File: config.mk
export PLATFORM = sky130hd
export DESIGN_NAME = rx_buffer
export DESIGN_NICKNAME = d
export VERILOG_FILES = /design/src/rtl/rx_pkg.sv /design/src/rtl/rx_buffer_ram.sv /design/src/rtl/rx_buffer.sv
export SDC_FILE = /design/constraint.sdc
export NUM_CORES = 1
export LEC_CHECK = 0
export CORE_MARGIN = 1.5
export CORE_UTILIZATION = 50
export CTS_CLUSTER_SIZE = 40
export DETAILED_ROUTE_END_ITERATION = 12
export GPL_TIMING_DRIVEN = 0
export PLACE_DENSITY = 0.76
export SETUP_SLACK_MARGIN = 0.3
export SLEW_MARGIN = 20
export SYNTH_ARGS = -nofsm -noshare
export SYNTH_HDL_FRONTEND = slang
export SYNTH_SLANG_ARGS = --single-unit
File: constraint.sdc
create_clock -name clk -period 6 [get_ports clk]
set_input_delay 1.2 -clock clk [delete_from_list [all_inputs] [get_ports clk]]
set_output_delay 1.2 -clock clk [all_outputs]
set_load 0.02 [all_outputs]
File: src/rtl/rx_pkg.sv
// Shared widths and types for the RX sample buffer.
// RX_BUFFER_DROP_CNT_EN selects the dropped-sample counter in rx_buffer.
package rx_pkg;

    localparam int SAMPLE_W   = 64;
    localparam int WORD_W     = 32;
    localparam int DROP_CNT_W = 16;

    typedef logic [SAMPLE_W-1:0]   sample_t;
    typedef logic [WORD_W-1:0]     word_t;
    typedef logic [DROP_CNT_W-1:0] drop_cnt_t;

    // Each sample is served low word first, then high word.
    function automatic word_t sel_word(input sample_t s, input logic hi);
        return hi ? s[SAMPLE_W-1:WORD_W] : s[WORD_W-1:0];
    endfunction

endpackage

File: src/rtl/rx_buffer_ram.sv
// Simple dual-port sample storage with a registered read port.
// Storage is never reset; only the read register is, so nothing stale leaks out.
module rx_buffer_ram
    import rx_pkg::*;
#(
    parameter int ADDR_W = 4
) (
    input  logic              clk,
    input  logic              rst_n,
    input  logic              we,
    input  logic [ADDR_W-1:0] wr_addr,
    input  sample_t           wr_data,
    input  logic              rd_en,
    input  logic [ADDR_W-1:0] rd_addr,
    output sample_t           rd_data
);

    sample_t mem [2**ADDR_W];

    always_ff @(posedge clk) begin
        if (we) begin
            mem[wr_addr] <= wr_data;
        end
    end

    always_ff @(posedge clk or negedge rst_n) begin
        if (!rst_n) begin
            rd_data <= '0;
        end else if (rd_en) begin
            rd_data <= mem[rd_addr];
        end
    end

endmodule

File: src/rtl/rx_buffer.sv
// RX sample FIFO: 64-bit {I,Q} samples in, 32-bit words out on read strobes.
// Define RX_BUFFER_DROP_CNT_EN to add the saturating drop_cnt_o counter.
module rx_buffer
    import rx_pkg::*;
#(
    parameter int ADDR_W = 4
) (
    input  logic              clk,
    input  logic              rst_n,
    input  sample_t           axis_tdata_i,
    input  logic              axis_tvalid_i,
    output logic              axis_tready_o,
    input  logic              rd_i,
    output word_t             rd_data_o,
    output logic              rd_valid_o,
    input  logic              clr_i,
    output logic [ADDR_W+1:0] words_o,
    output logic              empty_o,
    output logic              full_o,
    output logic              overflow_o,
`ifdef RX_BUFFER_DROP_CNT_EN
    output drop_cnt_t         drop_cnt_o,
`endif
    output logic              underflow_o
);

    localparam int DEPTH = 2**ADDR_W;
    localparam int CNT_W = ADDR_W + 1;

    logic [ADDR_W-1:0] wr_ptr;
    logic [ADDR_W-1:0] rd_ptr;
    logic [CNT_W-1:0]  count;
    logic              half;
    logic              sel_hi;
    sample_t           ram_q;

    logic push;
    logic drop;
    logic rd_ok;
    logic pop;

    // Status comes only from the registered count, so a pop frees a slot next cycle.
    assign full_o        = (count == CNT_W'(DEPTH));
    assign empty_o       = (count == '0);
    assign axis_tready_o = !full_o;
    assign words_o       = {count, 1'b0} - {{CNT_W{1'b0}}, half};

    assign push  = axis_tvalid_i && !full_o && !clr_i;
    assign drop  = axis_tvalid_i && full_o && !clr_i;
    assign rd_ok = rd_i && !empty_o && !clr_i;
    assign pop   = rd_ok && half;

    rx_buffer_ram #(
        .ADDR_W (ADDR_W)
    ) u_ram (
        .clk     (clk),
        .rst_n   (rst_n),
        .we      (push),
        .wr_addr (wr_ptr),
        .wr_data (axis_tdata_i),
        .rd_en   (rd_ok),
        .rd_addr (rd_ptr),
        .rd_data (ram_q)
    );

    // RAM output and sel_hi only move on a real read, so rd_data_o holds otherwise.
    assign rd_data_o = sel_word(ram_q, sel_hi);

    always_ff @(posedge clk or negedge rst_n) begin
        if (!rst_n) begin
            wr_ptr      <= '0;
            rd_ptr      <= '0;
            count       <= '0;
            half        <= 1'b0;
            sel_hi      <= 1'b0;
            rd_valid_o  <= 1'b0;
            overflow_o  <= 1'b0;
            underflow_o <= 1'b0;
        end else if (clr_i) begin
            wr_ptr      <= '0;
            rd_ptr      <= '0;
            count       <= '0;
            half        <= 1'b0;
            rd_valid_o  <= 1'b0;
            overflow_o  <= 1'b0;
            underflow_o <= 1'b0;
        end else begin
            rd_valid_o <= rd_ok;
            if (push) begin
                wr_ptr <= wr_ptr + 1'b1;
            end
            if (rd_ok) begin
                sel_hi <= half;
                half   <= !half;
            end
            if (pop) begin
                rd_ptr <= rd_ptr + 1'b1;
            end
            case ({push, pop})
                2'b10:   count <= count + 1'b1;
                2'b01:   count <= count - 1'b1;
                default: count <= count;
            endcase
            if (drop) begin
                overflow_o <= 1'b1;
            end
            if (rd_i && empty_o) begin
                underflow_o <= 1'b1;
            end
        end
    end

`ifdef RX_BUFFER_DROP_CNT_EN
    always_ff @(posedge clk or negedge rst_n) begin
        if (!rst_n) begin
            drop_cnt_o <= '0;
        end else if (clr_i) begin
            drop_cnt_o <= '0;
        end else if (drop && (drop_cnt_o != {DROP_CNT_W{1'b1}})) begin
            drop_cnt_o <= drop_cnt_o + 1'b1;
        end
    end
`endif

endmodule
==> results of run 1 <==
## metal layers
| layer | up-vias | wire, um | share of wire | global-route usage |
|---|---|---|---|---|
| met3 | 208 | 11970 | 0.11 | 0.06711 |
| met5 | - | 78 | 0.00073 | 0 |
| li1 | 8020 | - | - | - |
| met2 | 1392 | 51200 | 0.48 | 0.3918 |
| met4 | 14 | 2823 | 0.027 | 0.06726 |
| met1 | 10920 | 40390 | 0.38 | 0.3512 |
## power by group
| group | total (W) | internal (W) | leakage [nW] | switching, W |
|---|---|---|---|---|
| registers | 0.00902 | 0.00871 | 10.2 | 0.000308 |
| logic | 0.00231 | 0.00111 | 3.70 | 0.00120 |
| clock network | 0.00655 | 0.00376 | 1.65 | 0.00279 |
## cells by family (layout without fill, tap and decap cells)
group,count (synthesis),count (layout),synth area share
flops,1106,1106,0.7732
mux,417,417,0.1956
buf+inv,101,477,0.01392
compound gates,25,25,0.004129
simple gates,72,72,0.007963
fa+ha+maj,8,8,0.002359
other cells,0,3,0
xor+xnor,14,14,0.002890
## cells in the final DEF, fill, tap and decap left out, drive strengths merged, types with 2 or more instances in the layout
cell type,n
nand2,17
xnor2,8
and2,2
dfrtp,82
a22oi,2
a21o,3
diode,3
clkinv,47
edfxtp,1024
nand3,2
or3,2
ha,8
clkbuf,188
xor2,6
or4,2
inv,13
nand4,3
a21boi,2
bufinv,9
mux2,96
nand3b,3
a21oi,8
nor3,3
buf,109
clkdlybuf4s50,111
mux4,320
nor2,35
## worst max-delay path by stage
stage / startpoint / end / slack (ns)
after floorplan: axis_tvalid_i / u_ram.mem[3][0]$_DFFE_PP_ / 0.86
after global placement: axis_tvalid_i / u_ram.mem[3][21]$_DFFE_PP_ / -3.30
after detailed placement: clr_i / count[4]$_DFFE_PN0P_ / 1.52
after CTS: sel_hi$_DFFE_PN0P_ / rd_data_o[25] / 1.77
after global routing: sel_hi$_DFFE_PN0P_ / rd_data_o[25] / 1.66
final: sel_hi$_DFFE_PN0P_ / rd_data_o[29] / 1.77
## metrics by stage
stage | worst slack [ns] | hold slack (ns) | power (W) | cell area, sq um
finish | 1.765 | 0.4551 | 0.01788 | 50110
CTS | 1.770 | 0.4416 | 0.01789 | 50100
floorplan | 0.8552 | 0.4749 | 0.01030 | 42430
detailed placement | 1.516 | 0.4858 | 0.01138 | 46720
global placement | -3.302 | 0.4835 | 0.01129 | 44970
global route | 1.661 | 0.4635 | 0.01833 | 50110
## flip-flops by register name, indices dropped and copies added (netlist names)
| register | flops |
|---|---|
| u_ram.rd_data | 64 |
| sel_hi | 1 |
| half | 1 |
| rd_ptr | 4 |
| count | 5 |
| underflow_o | 1 |
| overflow_o | 1 |
| wr_ptr | 4 |
| rd_valid_o | 1 |
| u_ram.mem | 1024 |
## layout make-up
type / instances / area (sq um)
clock buffer: 140 / 2897
clock inverter: 58 / 481.7
antenna: 3 / 7.507
buffer: 90 / 554.3
fill: 5568 / 33710
timing repair buffer: 178 / 2755
tap: 1134 / 1419
sequential: 1106 / 32800
inverter: 11 / 41.29
multi-input combinational: 536 / 9154
## synthesized netlist by cell type, drive strengths merged, types with 2 or more instances
master,count
a21boi,2
a21o,3
a21oi,8
a22oi,2
and2,2
buf,45
clkbuf,45
dfrtp,82
edfxtp,1024
ha,8
inv,11
mux2,96
mux4,320
nand2,17
nand3,2
nand3b,3
nand4,3
nor2,35
nor3,3
or3,2
or4,2
xnor2,8
xor2,6
==> summary.md, run 1 <==
| Metric | Value |
|---|---|
| Status | completed |
| CP endpoint kind | primary output |
| Post-Route WL | 106500 um |
| Hold_buf cts | 0 |
| Fraction of registers with async set/reset | 0.07414 |
| Sequential share of the synthesized area | 0.7732 |
| Final Critical Period | 4.235 ns |
| Residual overflow from global routing | 0 |
| Setup Buffers After CTS | 0 |
| Syn avg cell area | 24.34 sq um |
| I/O Buffers | 112 |
| Final Hold Fails | 0 |
| Layout cells sized above 1 | 0.3228 |
| Die Y-Extent | 294.3 um |
| Final core occ | 0.5978 |
| Area leader, netlist | edfxtp_1 |
| CP max stage delay | 0.67 ns |
| Drt pass-1 iters | 5 |
| Gate Count Post-Synth | 1743 |
| Synth top area cells | edfxtp_1, mux4_2, dfrtp_1 |
| Clock slew at reported path FFs | 0.06 ns |
| Count of non-filler cells in the finished layout | 3256 |
| Root buffer cell | clkbuf_16 |
| Syn_nets | 1820 |
| Final Max Tran Viols | 0 |
| Vias in the first global route | 20930 |
| Worst path bufs/invs | 3 |
| Synthesis warning total | 0 |
| Cell repeated most along the worst path | clkbuf_1 |
| Gr usage total | 0.2501 |
| Initial core utilization | 0.5061 |
| Max-slew headroom | 0.2355 |
| Final Cycle Share | 0.7058 |
| Stages on worst setup path | 4 |
| Post-Syn Area | 42430 sq um |
| Via count | 20560 |
| Final setup TNS | 0 ns |
| CTS Sinks | 1106 |
| Global-route wire length before repair | 151700 um |
| Die span in x | 294.3 um |
| Synth unique cells | 42 |
| # IOs | 113 |
| Worst Skew | 0.01738 ns |
| Num CTS Buffers | 107 |
| Slew @ Worst Pin | 1.147 ns |
| Core area | 83820 sq um |
| CTS tree | built |
| Worst-Skew Late Latency | 0.66 ns |
| Maximum clock insertion buffer count | 3 |
| # setup viols final | 0 |
| Layout area overhead | 18.11% |
| Synth Flop Type | edfxtp_1 |
| Pin count of the biggest net entering global routing | 60 |
| HP Class | in2async |
| Crit path launch type | flop |
| Cell Pwr Density | 356.8 nW/um^2 |
| DR DRC count | 0 |
| Reg-to-reg startpoint | rd_ptr[1]$_DFFE_PN0P_ |
| Slowest stage cell, crit path | clkbuf_1 |
| GPL Wtd Cong | 0.8746 |
| DP HPWL | 66940 um |
| # rows | 106 |
| WP data arrival | 3.03 ns |
| Number of max-cap violations | 0 |
| EDFF count, synth | 1024 |
| Worst Path Max Fanout | 10 |
| Iter 0 DRT Violations | 2638 |
| Worst IR drop on VDD | 0.0002703 V |
| Post-CTS sizing | 0 |
| Initial antenna violation count | 8 |
| CTS H-tree depth | 3 |
| Worst r2r dst | u_ram.rd_data[59]$_DFFE_PN0N_ |
| RSZ-0062 raised after global routing | false |
| Post-DR vias/cell | 6.313 |
| Die area | 86610 sq um |
| CP Cell Sequence | clkbuf_1 > clkbuf_1 > mux2_2 > clkdlybuf4s50_1 |
| Fmax | 236.2 MHz |
| Synth top area share | 0.7248 |
| ANT nets after route | 0 |
| R2R Setup Slk | 2.07 ns |
| DP Cell Count | 3055 |
| Register bit total from synthesis | 1106 |
| Lkg Pwr | 15.58 nW |
| Worst reg-to-reg path cell count | 6 |
| CP required | 4.80 ns |
| Final Net Count | 2107 |
| Crit-path leading delay family | buffers and inverters |
| Avg WL per Cell | 32.70 um |
| Crit Path Category | reg2out |
No activity file was read; power rests on OpenSTA's default activity.
==> inputs of run 2 (changes only) <==
PLACE_DENSITY = 0.78   (was 0.76)
clock period = 3.8 ns   (was 6 ns; I/O delays follow)
==> run 2 against run 1 <==
Against the previous run:
- die area unchanged
- first-iteration DRC count grew 5.9%
- non-clock buffer count stayed put
- wire length is 2.6% higher
- clock-buffer cell count down 6
- critical path type is now reg2reg
==> summary.md, run 2 (synthesis gave the netlist of run 1 again) <==
| Metric | Value |
|---|---|
| Worst Path Max Fanout | 10 (unchanged) |
| CP Cell Sequence | clkbuf_1 > clkbuf_2 > clkbuf_1 > mux4_2 > mux4_2 > mux2_2 (was clkbuf_1 > clkbuf_1 > mux2_2 > clkdlybuf4s50_1) |
| # setup viols final | 0 (unchanged) |
| Clock slew at reported path FFs | 0.07 ns (was 0.06 ns) |
| Layout cells sized above 1 | 0.3392 (was 0.3228) |
| Initial antenna violation count | 15 (was 8) |
| Global-route wire length before repair | 155300 um (was 151700 um) |
| CTS H-tree depth | 3 (unchanged) |
| Root buffer cell | clkbuf_16 (unchanged) |
| Final Critical Period | 3.531 ns |
| Final core occ | 0.5981 (was 0.5978) |
| RSZ-0062 raised after global routing | true (was false) |
| Post-layout power | 0.02818 W (was 0.01788 W) |
| CTS Sinks | 1106 (unchanged) |
| # rows | 106 (unchanged) |
| Crit path launch type | flop (unchanged) |
| DP HPWL | 67080 um (was 66940 um) |
| Layout area overhead | 18.17% (was 18.11%) |
| CP endpoint kind | flop (was primary output) |
| Residual overflow from global routing | 0 (unchanged) |
| I/O Buffers | 112 (unchanged) |
| Slew @ Worst Pin | 0.9973 ns (was 1.147 ns) |
| Initial core utilization | 0.5061 (unchanged) |
| Worst Skew | 0.02360 ns (was 0.01738 ns) |
| GPL Wtd Cong | 0.8536 (was 0.8746) |
| Count of non-filler cells in the finished layout | 3256 (unchanged) |
| Post-DR vias/cell | 6.468 (was 6.313) |
| WP data arrival | 4.07 ns (was 3.03 ns) |
| Vias in the first global route | 21400 (was 20930) |
| Drt pass-1 iters | 7 (was 5) |
| Number of max-cap violations | 0 (unchanged) |
| Final Hold Fails | 0 (unchanged) |
| Final Cycle Share | 0.9292 |
| Pin count of the biggest net entering global routing | 60 (unchanged) |
| Gr usage total | 0.2566 (was 0.2501) |
| Crit Path Category | reg2reg (was reg2out) |
| Commonest non-fill, non-tap cell in the layout | edfxtp_1 (unchanged) |
| Final WS setup | 0.2692 ns (was 1.765 ns) |
| Final setup TNS | 0 ns (unchanged) |
| Core area | 83820 sq um (unchanged) |
| CP max stage delay | 0.70 ns (was 0.67 ns) |
| Via count | 21060 (was 20560) |
| Die Y-Extent | 294.3 um (unchanged) |
| Pre-CTS WS | -0.2605 ns (was 1.516 ns) |
| DP Cell Count | 3054 (was 3055) |
| Final Net Count | 2104 (was 2107) |
| Final Max Tran Viols | 0 (unchanged) |
| Fmax | 283.2 MHz |
| Num CTS Buffers | 104 (was 107) |
| Most frequent cells in the layout | edfxtp_1, mux4_2, clkdlybuf4s50_1, clkbuf_16, mux2_2 (was edfxtp_1, mux4_2, clkbuf_16, clkdlybuf4s50_1, mux2_2) |
| Avg WL per Cell | 33.55 um (was 32.70 um) |
| HP Class | reg2reg (was in2async) |
| Biggest regs | u_ram.mem x1024, u_ram.rd_data x64, count x5 (unchanged) |
| Die span in x | 294.3 um (unchanged) |
| ANT nets after route | 0 (unchanged) |
| CP required | 4.34 ns (was 4.80 ns) |
| Post-Route WL | 109300 um (was 106500 um) |
| Worst-Skew Late Latency | 0.67 ns (was 0.66 ns) |
| Max FFs per register | 1024 (unchanged) |
| Maximum clock insertion buffer count | 3 (unchanged) |
| Worst IR drop on VDD | 0.0003849 V (was 0.0002703 V) |
| Max-slew headroom | 0.3352 (was 0.2355) |
| Iter 0 DRT Violations | 2793 (was 2638) |
| Lkg Pwr | 15.63 nW (was 15.58 nW) |
| CTS tree | built (unchanged) |
| Setup Buffers After CTS | 0 (unchanged) |
| Status | completed (unchanged) |
| # IOs | 113 (unchanged) |
| Cell Pwr Density | 562.1 nW/um^2 (was 356.8 nW/um^2) |
| Die area | 86610 sq um (unchanged) |
| Top reg by flops | u_ram.mem (unchanged) |
| Slowest stage cell, crit path | clkbuf_1 (unchanged) |
| DR DRC count | 0 (unchanged) |
==> run 2: final cells by class <==
class	instances	area, sq um
inverter	11	41.29
antenna	5	12.51
buffer	90	581.8
sequential	1106	32800
clock inverter	62	540.5
tap	1134	1419
multi-input combinational	536	9165
fill	5599	33690
clock buffer	134	2849
timing repair buffer	178	2723
==> run 2: metal layers <==
layer	up-vias	track usage	routed length, um
met2	1488	0.4017	52790
met3	232	0.06674	12050
met4	20	0.08210	3072
met5	-	0	126
li1	8041	-	-
met1	11280	0.3567	41200
==> run 2: worst max-delay path: cells and delay by family (launching register included) <==
kind | cells | cell delay [ns]
buf+inv | 3 | 1.76
mux | 3 | 1.28
flops | 1 | 0.37
==> run 2: what timing repair did <==
item / CTS / global route
hold buffers: 1 / 0
setup endpoints to repair: 93 / 65
endpoints found under the hold margin: 1 / 0
pin swaps: 0 / 0
resized for setup: 9 / 31
==> run 2: path summary, 6_finish.rpt <==
path / startpoint / end / slack, ns / cells past startpoint
worst max-delay path: rd_ptr[1]$_DFFE_PN0P_ / u_ram.rd_data[11]$_DFFE_PN0N_ / 0.27 / 6
worst min-delay path: underflow_o$_DFFE_PN0P_ / underflow_o$_DFFE_PN0P_ / 0.50 / 2
worst max register to register: rd_ptr[1]$_DFFE_PN0P_ / u_ram.rd_data[11]$_DFFE_PN0N_ / 0.27 / 6
worst min register to register: underflow_o$_DFFE_PN0P_ / underflow_o$_DFFE_PN0P_ / 0.50 / 2
max in group asynchronous: rst_n / u_ram.rd_data[26]$_DFFE_PN0N_ / 2.58 / 3
min in group asynchronous: rst_n / underflow_o$_DFFE_PN0P_ / 0.57 / 2
==> run 2: power breakdown <==
group	internal (W)	leakage (nW)	switching, W	total (W)
Sequential	0.0138	10.2	0.000435	0.0142
Combinational	0.00176	3.75	0.00192	0.00368
Clock	0.00584	1.65	0.00446	0.0103
Total	0.0214	15.6	0.00682	0.0282
==> run 2: through the flow <==
stage | area [sq um] | hold slack (ns)
final | 50130 | 0.5015
after global routing | 50130 | 0.5275
after CTS | 50090 | 0.5046
after detailed placement | 46680 | 0.4889
after global placement | 45020 | 0.4855
after floorplan | 42480 | 0.4644
